File: src/rtl/alu_pkg.sv
// Shared definitions for the digit-serial ALU: opcodes, FSM states, decode.
// Latency: n/a (package only).
// Backpressure: n/a.
// Optional feature macro: ALU_SLTU_EN (decodes ctrl 1011 as SLTU when defined).
package alu_pkg;

  // ALU control opcodes as seen on ctrl_i
  localparam logic [3:0] CTRL_AND  = 4'b0000;
  localparam logic [3:0] CTRL_OR   = 4'b0001;
  localparam logic [3:0] CTRL_ADD  = 4'b0010;
  localparam logic [3:0] CTRL_SUB  = 4'b0110;
  localparam logic [3:0] CTRL_SLT  = 4'b0111;
  localparam logic [3:0] CTRL_SLTU = 4'b1011;
  localparam logic [3:0] CTRL_NOR  = 4'b1100;

  // Operation selector of one digit slice
  localparam logic [1:0] DOP_AND  = 2'b00;
  localparam logic [1:0] DOP_OR   = 2'b01;
  localparam logic [1:0] DOP_ADD  = 2'b10;
  localparam logic [1:0] DOP_ZERO = 2'b11;

  typedef enum logic [1:0] {
    ST_IDLE = 2'd0,
    ST_RUN  = 2'd1,
    ST_FIX  = 2'd2
  } state_t;

  // Decoded control, captured once at accept
  typedef struct packed {
    logic       valid;
    logic [1:0] dop;
    logic       a_inv;
    logic       b_inv;
    logic       slt;
    logic       sltu;
  } dec_t;

  function automatic int clog2(input int value);
    int w;
    for (w = 0; (1 << w) < value; w++) begin
    end
    return w;
  endfunction

  // Unknown opcodes decode to valid=0 with a slice op that yields zero.
  function automatic dec_t decode(input logic [3:0] ctrl);
    dec_t d;
    d     = '0;
    d.dop = DOP_ZERO;
    case (ctrl)
      CTRL_AND: begin d.valid = 1'b1; d.dop = DOP_AND; end
      CTRL_OR:  begin d.valid = 1'b1; d.dop = DOP_OR;  end
      CTRL_ADD: begin d.valid = 1'b1; d.dop = DOP_ADD; end
      CTRL_SUB: begin d.valid = 1'b1; d.dop = DOP_ADD; d.b_inv = 1'b1; end
      CTRL_SLT: begin d.valid = 1'b1; d.dop = DOP_ADD; d.b_inv = 1'b1; d.slt = 1'b1; end
      // NOR as AND of both inverted operands
      CTRL_NOR: begin d.valid = 1'b1; d.dop = DOP_AND; d.a_inv = 1'b1; d.b_inv = 1'b1; end
      CTRL_SLTU: begin
`ifdef ALU_SLTU_EN
        d.valid = 1'b1;
        d.dop   = DOP_ADD;
        d.b_inv = 1'b1;
        d.sltu  = 1'b1;
`endif
      end
      default: ;
    endcase
    return d;
  endfunction

endpackage

File: src/rtl/alu_digit.sv
// One DIGIT-wide ALU slice built from chained 1-bit slices (AND / OR / full add).
// Latency: combinational.
// Backpressure: none; pure function of its inputs.
// Ports: a, b digit operands; a_invert, b_invert operand inversion; cin ripple carry in;
//        op slice operation; res digit result; cout carry out; cin_top carry into top bit.
module alu_digit
  import alu_pkg::*;
#(
  parameter int DIGIT = 4
) (
  input  logic [DIGIT-1:0] a,
  input  logic [DIGIT-1:0] b,
  input  logic             a_invert,
  input  logic             b_invert,
  input  logic             cin,
  input  logic [1:0]       op,
  output logic [DIGIT-1:0] res,
  output logic             cout,
  output logic             cin_top
);

  logic [DIGIT-1:0] a_eff;
  logic [DIGIT-1:0] b_eff;
  logic [DIGIT-1:0] sum;
  logic [DIGIT:0]   carry;

  assign a_eff    = a ^ {DIGIT{a_invert}};
  assign b_eff    = b ^ {DIGIT{b_invert}};
  assign carry[0] = cin;

  for (genvar i = 0; i < DIGIT; i++) begin : g_bit
    assign sum[i]       = a_eff[i] ^ b_eff[i] ^ carry[i];
    assign carry[i+1]   = (a_eff[i] & b_eff[i]) | (carry[i] & (a_eff[i] ^ b_eff[i]));
  end

  assign cout    = carry[DIGIT];
  assign cin_top = carry[DIGIT-1];

  always_comb begin
    res = '0;
    case (op)
      DOP_AND: res = a_eff & b_eff;
      DOP_OR:  res = a_eff | b_eff;
      DOP_ADD: res = sum;
      default: res = '0;
    endcase
  end

endmodule

File: src/rtl/alu_serial.sv
// Digit-serial ALU: DIGIT bits per clock, LSB first, with SLT fix-up and zero/carry/overflow flags.
// Latency: done_o pulses WIDTH/DIGIT + 1 cycles after the accepting edge.
// Backpressure: start_i is ignored while busy_o is high; next accept is the cycle after done_o.
// Ports: clk_i, rst_i (async, active-high); start_i, src1_i, src2_i, ctrl_i request;
//        busy_o, done_o handshake; result_o, zero_o, cout_o, overflow_o held until next completion.
// Optional feature macro: ALU_SLTU_EN (ctrl 1011 = unsigned set-less-than).
module alu_serial
  import alu_pkg::*;
#(
  parameter int WIDTH = 32,
  parameter int DIGIT = 4
) (
  input  logic             clk_i,
  input  logic             rst_i,
  input  logic             start_i,
  input  logic [WIDTH-1:0] src1_i,
  input  logic [WIDTH-1:0] src2_i,
  input  logic [3:0]       ctrl_i,
  output logic             busy_o,
  output logic             done_o,
  output logic [WIDTH-1:0] result_o,
  output logic             zero_o,
  output logic             cout_o,
  output logic             overflow_o
);

  localparam int NDIG  = WIDTH / DIGIT;
  localparam int CNT_W = (clog2(NDIG) < 1) ? 1 : clog2(NDIG);

  if (WIDTH % DIGIT != 0) begin : g_width_check
    $error("alu_serial: WIDTH must be a multiple of DIGIT");
  end

  state_t           state, state_nxt;
  logic             accept;
  logic             last_digit;
  logic [CNT_W-1:0] cnt;
  logic [WIDTH-1:0] op_a, op_b, res_sh, res_next;
  dec_t             dec_in, dec_q;
  logic             carry_q, cin_msb_q, cout_msb_q;
  logic [DIGIT-1:0] dig_res;
  logic             dig_cout, dig_cin_top;
  logic             ovf;
  logic [WIDTH-1:0] fix_result;
  logic             fix_cout, fix_ovf;

  assign dec_in     = decode(ctrl_i);
  assign last_digit = (cnt == CNT_W'(NDIG - 1));
  // done_o is registered, so the FSM is back in IDLE during the done cycle; busy covers it.
  assign busy_o     = (state != ST_IDLE) || done_o;

  alu_digit #(.DIGIT(DIGIT)) u_digit (
    .a        (op_a[DIGIT-1:0]),
    .b        (op_b[DIGIT-1:0]),
    .a_invert (dec_q.a_inv),
    .b_invert (dec_q.b_inv),
    .cin      (carry_q),
    .op       (dec_q.dop),
    .res      (dig_res),
    .cout     (dig_cout),
    .cin_top  (dig_cin_top)
  );

  // New digit enters at the top; after NDIG shifts digit 0 sits at the LSB.
  assign res_next = (res_sh >> DIGIT) | (WIDTH'(dig_res) << (WIDTH - DIGIT));

  always_ff @(posedge clk_i or posedge rst_i) begin
    if (rst_i) state <= ST_IDLE;
    else       state <= state_nxt;
  end

  always_comb begin
    state_nxt = state;
    accept    = 1'b0;
    case (state)
      ST_IDLE: begin
        accept = start_i && !done_o;
        if (accept) state_nxt = ST_RUN;
      end
      ST_RUN:  if (last_digit) state_nxt = ST_FIX;
      ST_FIX:  state_nxt = ST_IDLE;
      default: state_nxt = ST_IDLE;
    endcase
  end

  // Final result/flag selection, evaluated in the FIX cycle
  always_comb begin
    ovf        = cin_msb_q ^ cout_msb_q;
    fix_result = '0;
    fix_cout   = 1'b0;
    fix_ovf    = 1'b0;
    if (!dec_q.valid) begin
      fix_result = '0;
    end else if (dec_q.slt) begin
      // sign of the difference, corrected when the subtraction overflowed
      fix_result[0] = res_sh[WIDTH-1] ^ ovf;
      fix_cout      = cout_msb_q;
    end else if (dec_q.sltu) begin
      fix_result[0] = ~cout_msb_q;
      fix_cout      = cout_msb_q;
    end else if (dec_q.dop == DOP_ADD) begin
      fix_result = res_sh;
      fix_cout   = cout_msb_q;
      fix_ovf    = ovf;
    end else begin
      fix_result = res_sh;
    end
  end

  always_ff @(posedge clk_i or posedge rst_i) begin
    if (rst_i) begin
      op_a       <= '0;
      op_b       <= '0;
      res_sh     <= '0;
      dec_q      <= '0;
      cnt        <= '0;
      carry_q    <= 1'b0;
      cin_msb_q  <= 1'b0;
      cout_msb_q <= 1'b0;
      done_o     <= 1'b0;
      result_o   <= '0;
      zero_o     <= 1'b0;
      cout_o     <= 1'b0;
      overflow_o <= 1'b0;
    end else begin
      done_o <= (state == ST_FIX);
      case (state)
        ST_IDLE: begin
          if (accept) begin
            op_a    <= src1_i;
            op_b    <= src2_i;
            dec_q   <= dec_in;
            cnt     <= '0;
            // +1 of the two's-complement negate for SUB/SLT/SLTU
            carry_q <= dec_in.b_inv && (dec_in.dop == DOP_ADD);
          end
        end
        ST_RUN: begin
          op_a    <= op_a >> DIGIT;
          op_b    <= op_b >> DIGIT;
          res_sh  <= res_next;
          carry_q <= dig_cout;
          cnt     <= cnt + CNT_W'(1);
          if (last_digit) begin
            cin_msb_q  <= dig_cin_top;
            cout_msb_q <= dig_cout;
          end
        end
        ST_FIX: begin
          result_o   <= fix_result;
          zero_o     <= (fix_result == '0);
          cout_o     <= fix_cout;
          overflow_o <= fix_ovf;
        end
        default: ;
      endcase
    end
  end

endmodule

File: config.mk
export PLATFORM = sky130hd
export DESIGN_NAME = alu_serial
export DESIGN_NICKNAME = d
export VERILOG_FILES = /design/src/rtl/alu_pkg.sv /design/src/rtl/alu_digit.sv /design/src/rtl/alu_serial.sv
export SDC_FILE = /design/constraint.sdc
export NUM_CORES = 1
export LEC_CHECK = 0
export BUFFER_PORTS_ARGS = -buffer_cell sky130_fd_sc_hd__buf_4
export CAP_MARGIN = 5
export CORE_ASPECT_RATIO = 1.25
export CORE_MARGIN = 4
export CORE_UTILIZATION = 40
export CTS_CLUSTER_SIZE = 25
export DETAILED_ROUTE_END_ITERATION = 16
export GPL_TIMING_DRIVEN = 0
export RECOVER_POWER = 100
export SLEW_MARGIN = 20
export SYNTH_ARGS = -nofsm -noshare
export SYNTH_HDL_FRONTEND = slang
export SYNTH_SLANG_ARGS = --single-unit
export TNS_END_PERCENT = 50
File: constraint.sdc
create_clock -name clk_i -period 11.55 [get_ports clk_i]
set_input_delay 3.465 -clock clk_i [delete_from_list [all_inputs] [get_ports clk_i]]
set_output_delay 3.465 -clock clk_i [all_outputs]
set_load 0.01 [all_outputs]
# Yosys cells after proc, flatten, opt, wreduce, memory -nomap -nowiden
# Cells that the tools add are included.
[totals] register_bits=146 input_bits=71 elab_cells=103
[classes] add_sub_neg=1 eq_ne=14 muxes=26 bitwise=27 reduce_logical=17
[op_table] cell="32-bit one-hot mux with 2 select lines" count=2
[op_table] cell="32-bit 2-to-1 mux" count=3
[op_table] cell="32-bit logical NOT" count=1
[op_table] cell="28-bit by 32-bit OR with 32-bit output" count=1
[op_table] cell="31-bit 2-to-1 mux" count=1
[op_table] cell="1-bit 2-to-1 mux" count=12
[op_table] cell="4-bit one-hot mux with 3 select lines" count=1
[op_table] cell="1-bit bitwise XOR" count=10
[op_table] cell="3-bit one-hot mux with 3 select lines" count=1
[op_table] cell="1-bit AND" count=8
[op_table] cell="4-bit by 3-bit == test with 1-bit output (second input constant)" count=2
[op_table] cell="2-bit AND reduction" count=4
[op_table] cell="4-bit bitwise XOR" count=2
[op_table] cell="2-bit == test (second input constant)" count=3
[op_table] cell="2-bit inequality test (second input constant)" count=3
[op_table] cell="3-bit one-hot mux with 2 select lines" count=1
[op_table] cell="3-bit OR reduction" count=2
[op_table] cell="4-bit AND" count=1
[op_table] cell="2-bit by 1-bit == test with 1-bit output (second input constant)" count=2
[op_table] cell="4-bit by 1-bit == test with 1-bit output (second input constant)" count=1
[op_table] cell="4-bit by 2-bit == test with 1-bit output (second input constant)" count=1
[op_table] cell="4-bit == test (second input constant)" count=1
[op_table] cell="2-bit logical NOT" count=2
[op_table] cell="4-bit logical NOT" count=1
[op_table] cell="other kinds (13)" count=19

# Longest topological paths before layout
[depth] word_depth=11 depth_mapped=10 depth_no_buf=9

# By module
# A second synthesis with hierarchy kept.
[unflattened] cells_unflattened=687 hier_area_um2=6421.2
[by_module_without_submodules] mod="alu_serial" n_inst=1 cells_each=643 area_per_inst_um2=6037.0 seq_area_each_um2=3653.5
[by_module_without_submodules] mod="alu_digit" n_inst=1 cells_each=44 area_per_inst_um2=384.1 seq_area_each_um2=0.0

# Worst setup path after synthesis
# Ideal clock, no wire load.
[synth_timing] path_kind="input -> register" from="in start_i" to="reg op_b[0]" setup_time_ps=141 arrival_time_ps=4402 slack_ps=7007 path_stages=6 n_path_buf=3 cell_sequence="or4b_1 > buf_2 > buf_6 > buf_6 > nand2_1 > a31oi_1"
[synth_between] elab_chain_cells=4
[synth_lines] element="from (decl)" line_no="alu_serial.sv:15" text="input logic start_i,"
[synth_lines] element="1-bit logical AND" line_no="alu_serial.sv:77" text="accept = start_i && !done_o;"
[synth_lines] element="1-bit 2-to-1 mux" line_no="alu_serial.sv:75" text="case (state)"
[synth_lines] element="2-bit inequality test (no line)"
[synth_lines] element="2-bit AND reduction (no line)"
[synth_lines] element="to (signal assigned)" line_no="alu_serial.sv:131" text="op_b <= src2_i;"
[synth_lines] element="to (signal assigned)" line_no="alu_serial.sv:140" text="op_b <= op_b >> DIGIT;"
[synth_lines] element="to (decl)" line_no="alu_serial.sv:38" text="logic [WIDTH-1:0] op_a, op_b, res_sh, res_next;"
# Every way passes these cells.
# A chain may end at the register's enable or synchronous reset.

==> run summary <==
================================================================================
Library cells used by synthesis                                               38
Global router's overall resource usage                                    18.45%
Number of vias per cell                                                    5.072
CTS Root Buffer Type                                                   clkbuf_16
Clock network latency to the later pin of the worst-skew pair            0.43 ns
Setup repair after global routing missed its margin                           no
Cell type group with the largest total delay on the critical path   buffers and inverters
Post-synthesis register bit count                                            146
Failing checks                                                      max-capacitance violations, max-slew violations
CTS clk-pin slew, worst paths                                            0.07 ns
Leading cell types in the layout, fill and taps excluded            nand2_1, dfrtp_1, clkbuf_1
Kind of start point of the critical path                               input pin
Final count of pins violating max slew                                        52
Post-CTS setup buffer count                                                    0
Floorplan die width                                                     121.6 µm
Detailed Route WL                                                       16.08 mm
Final design utilization                                                  50.53%
Net count after synthesis                                                    776
Final period utilization                                                  42.52%
CP max stage cell                                                     clkinvlp_2
Most common cell after layout, fill and taps aside                       nand2_1
Total grt overflow                                                             0
Number of flops mapped to enable cells by yosys                                0
Worst-path cell chain                                               clkbuf_4 > clkinvlp_2 > buf_16
Total number of H-tree levels                                                  4
Remaining antenna violation count after routing                                0
Leakage power figure                                                    3.809 nW
Achievable clock frequency                                            0.2036 GHz
Number of buffers and inverters on the critical path                           3
Routability Congestion                                                    0.8067
Final min period                                                        4.911 ns
Critical path's largest stage delay                                      1.36 ns
Placeable core area                                                    15700 µm²
Pin count of the biggest net entering global routing                          96
Effective utilization at floorplan                                        41.10%
Yosys synthesis warning count                                                  0
Slew at the pin with the worst max-slew slack                           2.410 ns
Area growth from synthesis to layout                                      22.94%
Number of hold violations in the final report                                  0
Overall power after layout                                              2.285 mW
Max capacitance violation total                                                1
FFs w/ async S/R, synth                                                   100.0%
Crit path max fanout                                                          95
Count of TritonRoute iterations in the first routing pass                      5
Critical path type                                                  input pin to asynchronous set/reset pin
Worst hold path type                                                flop to flop
Total of cells resized after clock tree synthesis                              0
Gate Count Post-Synth                                                        691
Count of input and output buffers                                            105
Setup violators final                                                          0
Peak ir drop on the vdd network                                      0.0001165 V
Data required time of the worst path                                    12.09 ns
Power Density                                                       288.1 nW/µm²
Antenna cells                                                                  0
Die height                                                                150 µm
Nature of the critical path endpoint                                asynchronous set/reset pin
Final Net Count                                                              901
Max Clock Skew                                                        0.01053 ns
Number of antenna violations at the first check in global routing              0
Maximum clock path buffer count                                                2
Number of sinks on the clock net                                             146
TritonCTS clock tree                                                         yes
I/O Pins                                                                     108
Fraction of final layout cells with drive strength greater than 1         13.03%
Inserted Clock Buffers                                                        17
Mean area per synthesized cell                                         9.338 µm²
Flip-flop cell with the highest count after synthesis                    dfrtp_1
Critical path data arrival time                                          5.46 ns
Post-synthesis instance area                                            6452 µm²
Global-route wire length before repair                                  26.63 mm
Placement Rows                                                                51
Sequential cell area fraction in the yosys report                         56.62%
Via count of the first global-routing pass                                  5331
Hold buffer count at cts                                                       0
Die Footprint                                                          18240 µm²
Placed wire-length estimate                                             11.80 mm
Status                                                              complete, but fails checks
DR vias                                                                     5280
Standard cell area after detailed placement                             7541 µm²
Setup TNS Final                                                             0 ns
Summed area of non-filler cells in the final layout                     7933 µm²
Wire per inst                                                           15.44 µm
Worst slew margin relative to its limit                                  -61.54%
Number of remaining DRC errors                                                 0
Violation count after the first detailed-route iteration                     378
================================================================================
-- report_power, final --
group / internal [mW] / switching [mW]
combinational: 0.326 / 0.514
sequential: 0.739 / 0.162
clock: 0.306 / 0.238
-- worst min-delay path, delay by kind of cell, from the launching register on --
kind,cells,cell delay [ns]
simple gates,1,0.04
flops,1,0.35
compound gates,1,0.06
-- flip-flops by register name, indices dropped and copies added (netlist names) --
signal	count
op_a	32
op_b	32
res_sh	32
result_o	32
dec_q	6
cnt	3
state	2
carry_q	1
cin_msb_q	1
cout_msb_q	1
cout_o	1
done_o	1
overflow_o	1
zero_o	1
-- per-layer routing --
| metal | GRT usage, % | share of wire [%] | wire length (µm) |
|---|---|---|---|
| met5 | 0 | 0 | 0 |
| met4 | 7.455 | 1.8 | 284 |
| met3 | 3.592 | 5.0 | 797 |
| met2 | 30.21 | 49 | 7892 |
| met1 | 24.06 | 44 | 7103 |
-- cells in the mapped netlist, types with 2 or more instances --
master / count / area [µm²]
o21ai_0: 10 / 50.05
nand2b_1: 7 / 43.79
xnor2_1: 4 / 35.03
nor2b_1: 4 / 25.02
buf_4: 2 / 15.01
buf_1: 2 / 7.510
nor4_1: 7 / 43.79
buf_2: 10 / 50.05
or3_1: 2 / 12.51
clkbuf_1: 32 / 120.1
fa_1: 4 / 80.08
o221ai_1: 2 / 17.52
mux2i_1: 4 / 40.04
o21a_1: 4 / 30.03
nor2_1: 61 / 229.0
dfrtp_1: 146 / 3654
a22o_1: 32 / 280.3
nand3_1: 14 / 70.07
inv_1: 16 / 60.06
a21oi_1: 5 / 25.02
a31oi_1: 56 / 350.3
o211ai_1: 2 / 15.01
a32o_1: 2 / 20.02
ha_1: 10 / 125.1
o21ai_1: 3 / 15.01
buf_6: 4 / 45.04
xor2_1: 5 / 43.79
nand2_1: 231 / 867.1
-- area by class of cell --
type	count	area, µm²
Fill cell	1561	7765
Multi-Input combinational cell	479	2494
Timing Repair Buffer	106	676.9
Tap cell	212	265.3
Sequential cell	146	3654
Clock buffer	17	425.4
Clock inverter	15	163.9
Inverter	16	61.31
Buffer	50	192.7
-- cells by family (layout without fill, tap and decap cells) --
group,after synthesis,after routing,synth area share [%]
AND/OR/NAND/NOR,332,332,20.69
flip-flops,146,146,56.62
AO/OA/AOI/OAI,120,120,13.05
buffers and inverters,66,204,4.615
adder cells (fa/ha/maj),14,14,3.180
XOR/XNOR,9,9,1.222
multiplexers,4,4,0.6205
-- per-stage QoR --
| stage | std cells | hold WS, ns | setup WS (ns) |
|---|---|---|---|
| global route | 1041 | 0.5241 | 6.254 |
| CTS | 1041 | 0.4883 | 6.645 |
| detailed placement | 1009 | 0.4730 | 6.766 |
| floorplan | 691 | 0.4458 | 4.162 |
| finish | 1041 | 0.4824 | 6.639 |
| global placement | 1008 | 0.4672 | 2.532 |
-- worst paths after layout --
check                            start          end  slack, ns  cells past startpoint
setup / recovery                 rst_i   res_sh[29]       6.64                      3
hold / removal             result_o[0]  result_o[0]       0.48                      2
setup reg to reg              dec_q[3]   res_sh[31]       8.64                     10
hold reg to reg            result_o[0]  result_o[0]       0.48                      2
max in group clk_i            state[1]       busy_o       6.69                      2
min in group asynchronous        rst_i     op_a[23]       3.70                      2
(Power assumes the default switching activity.)
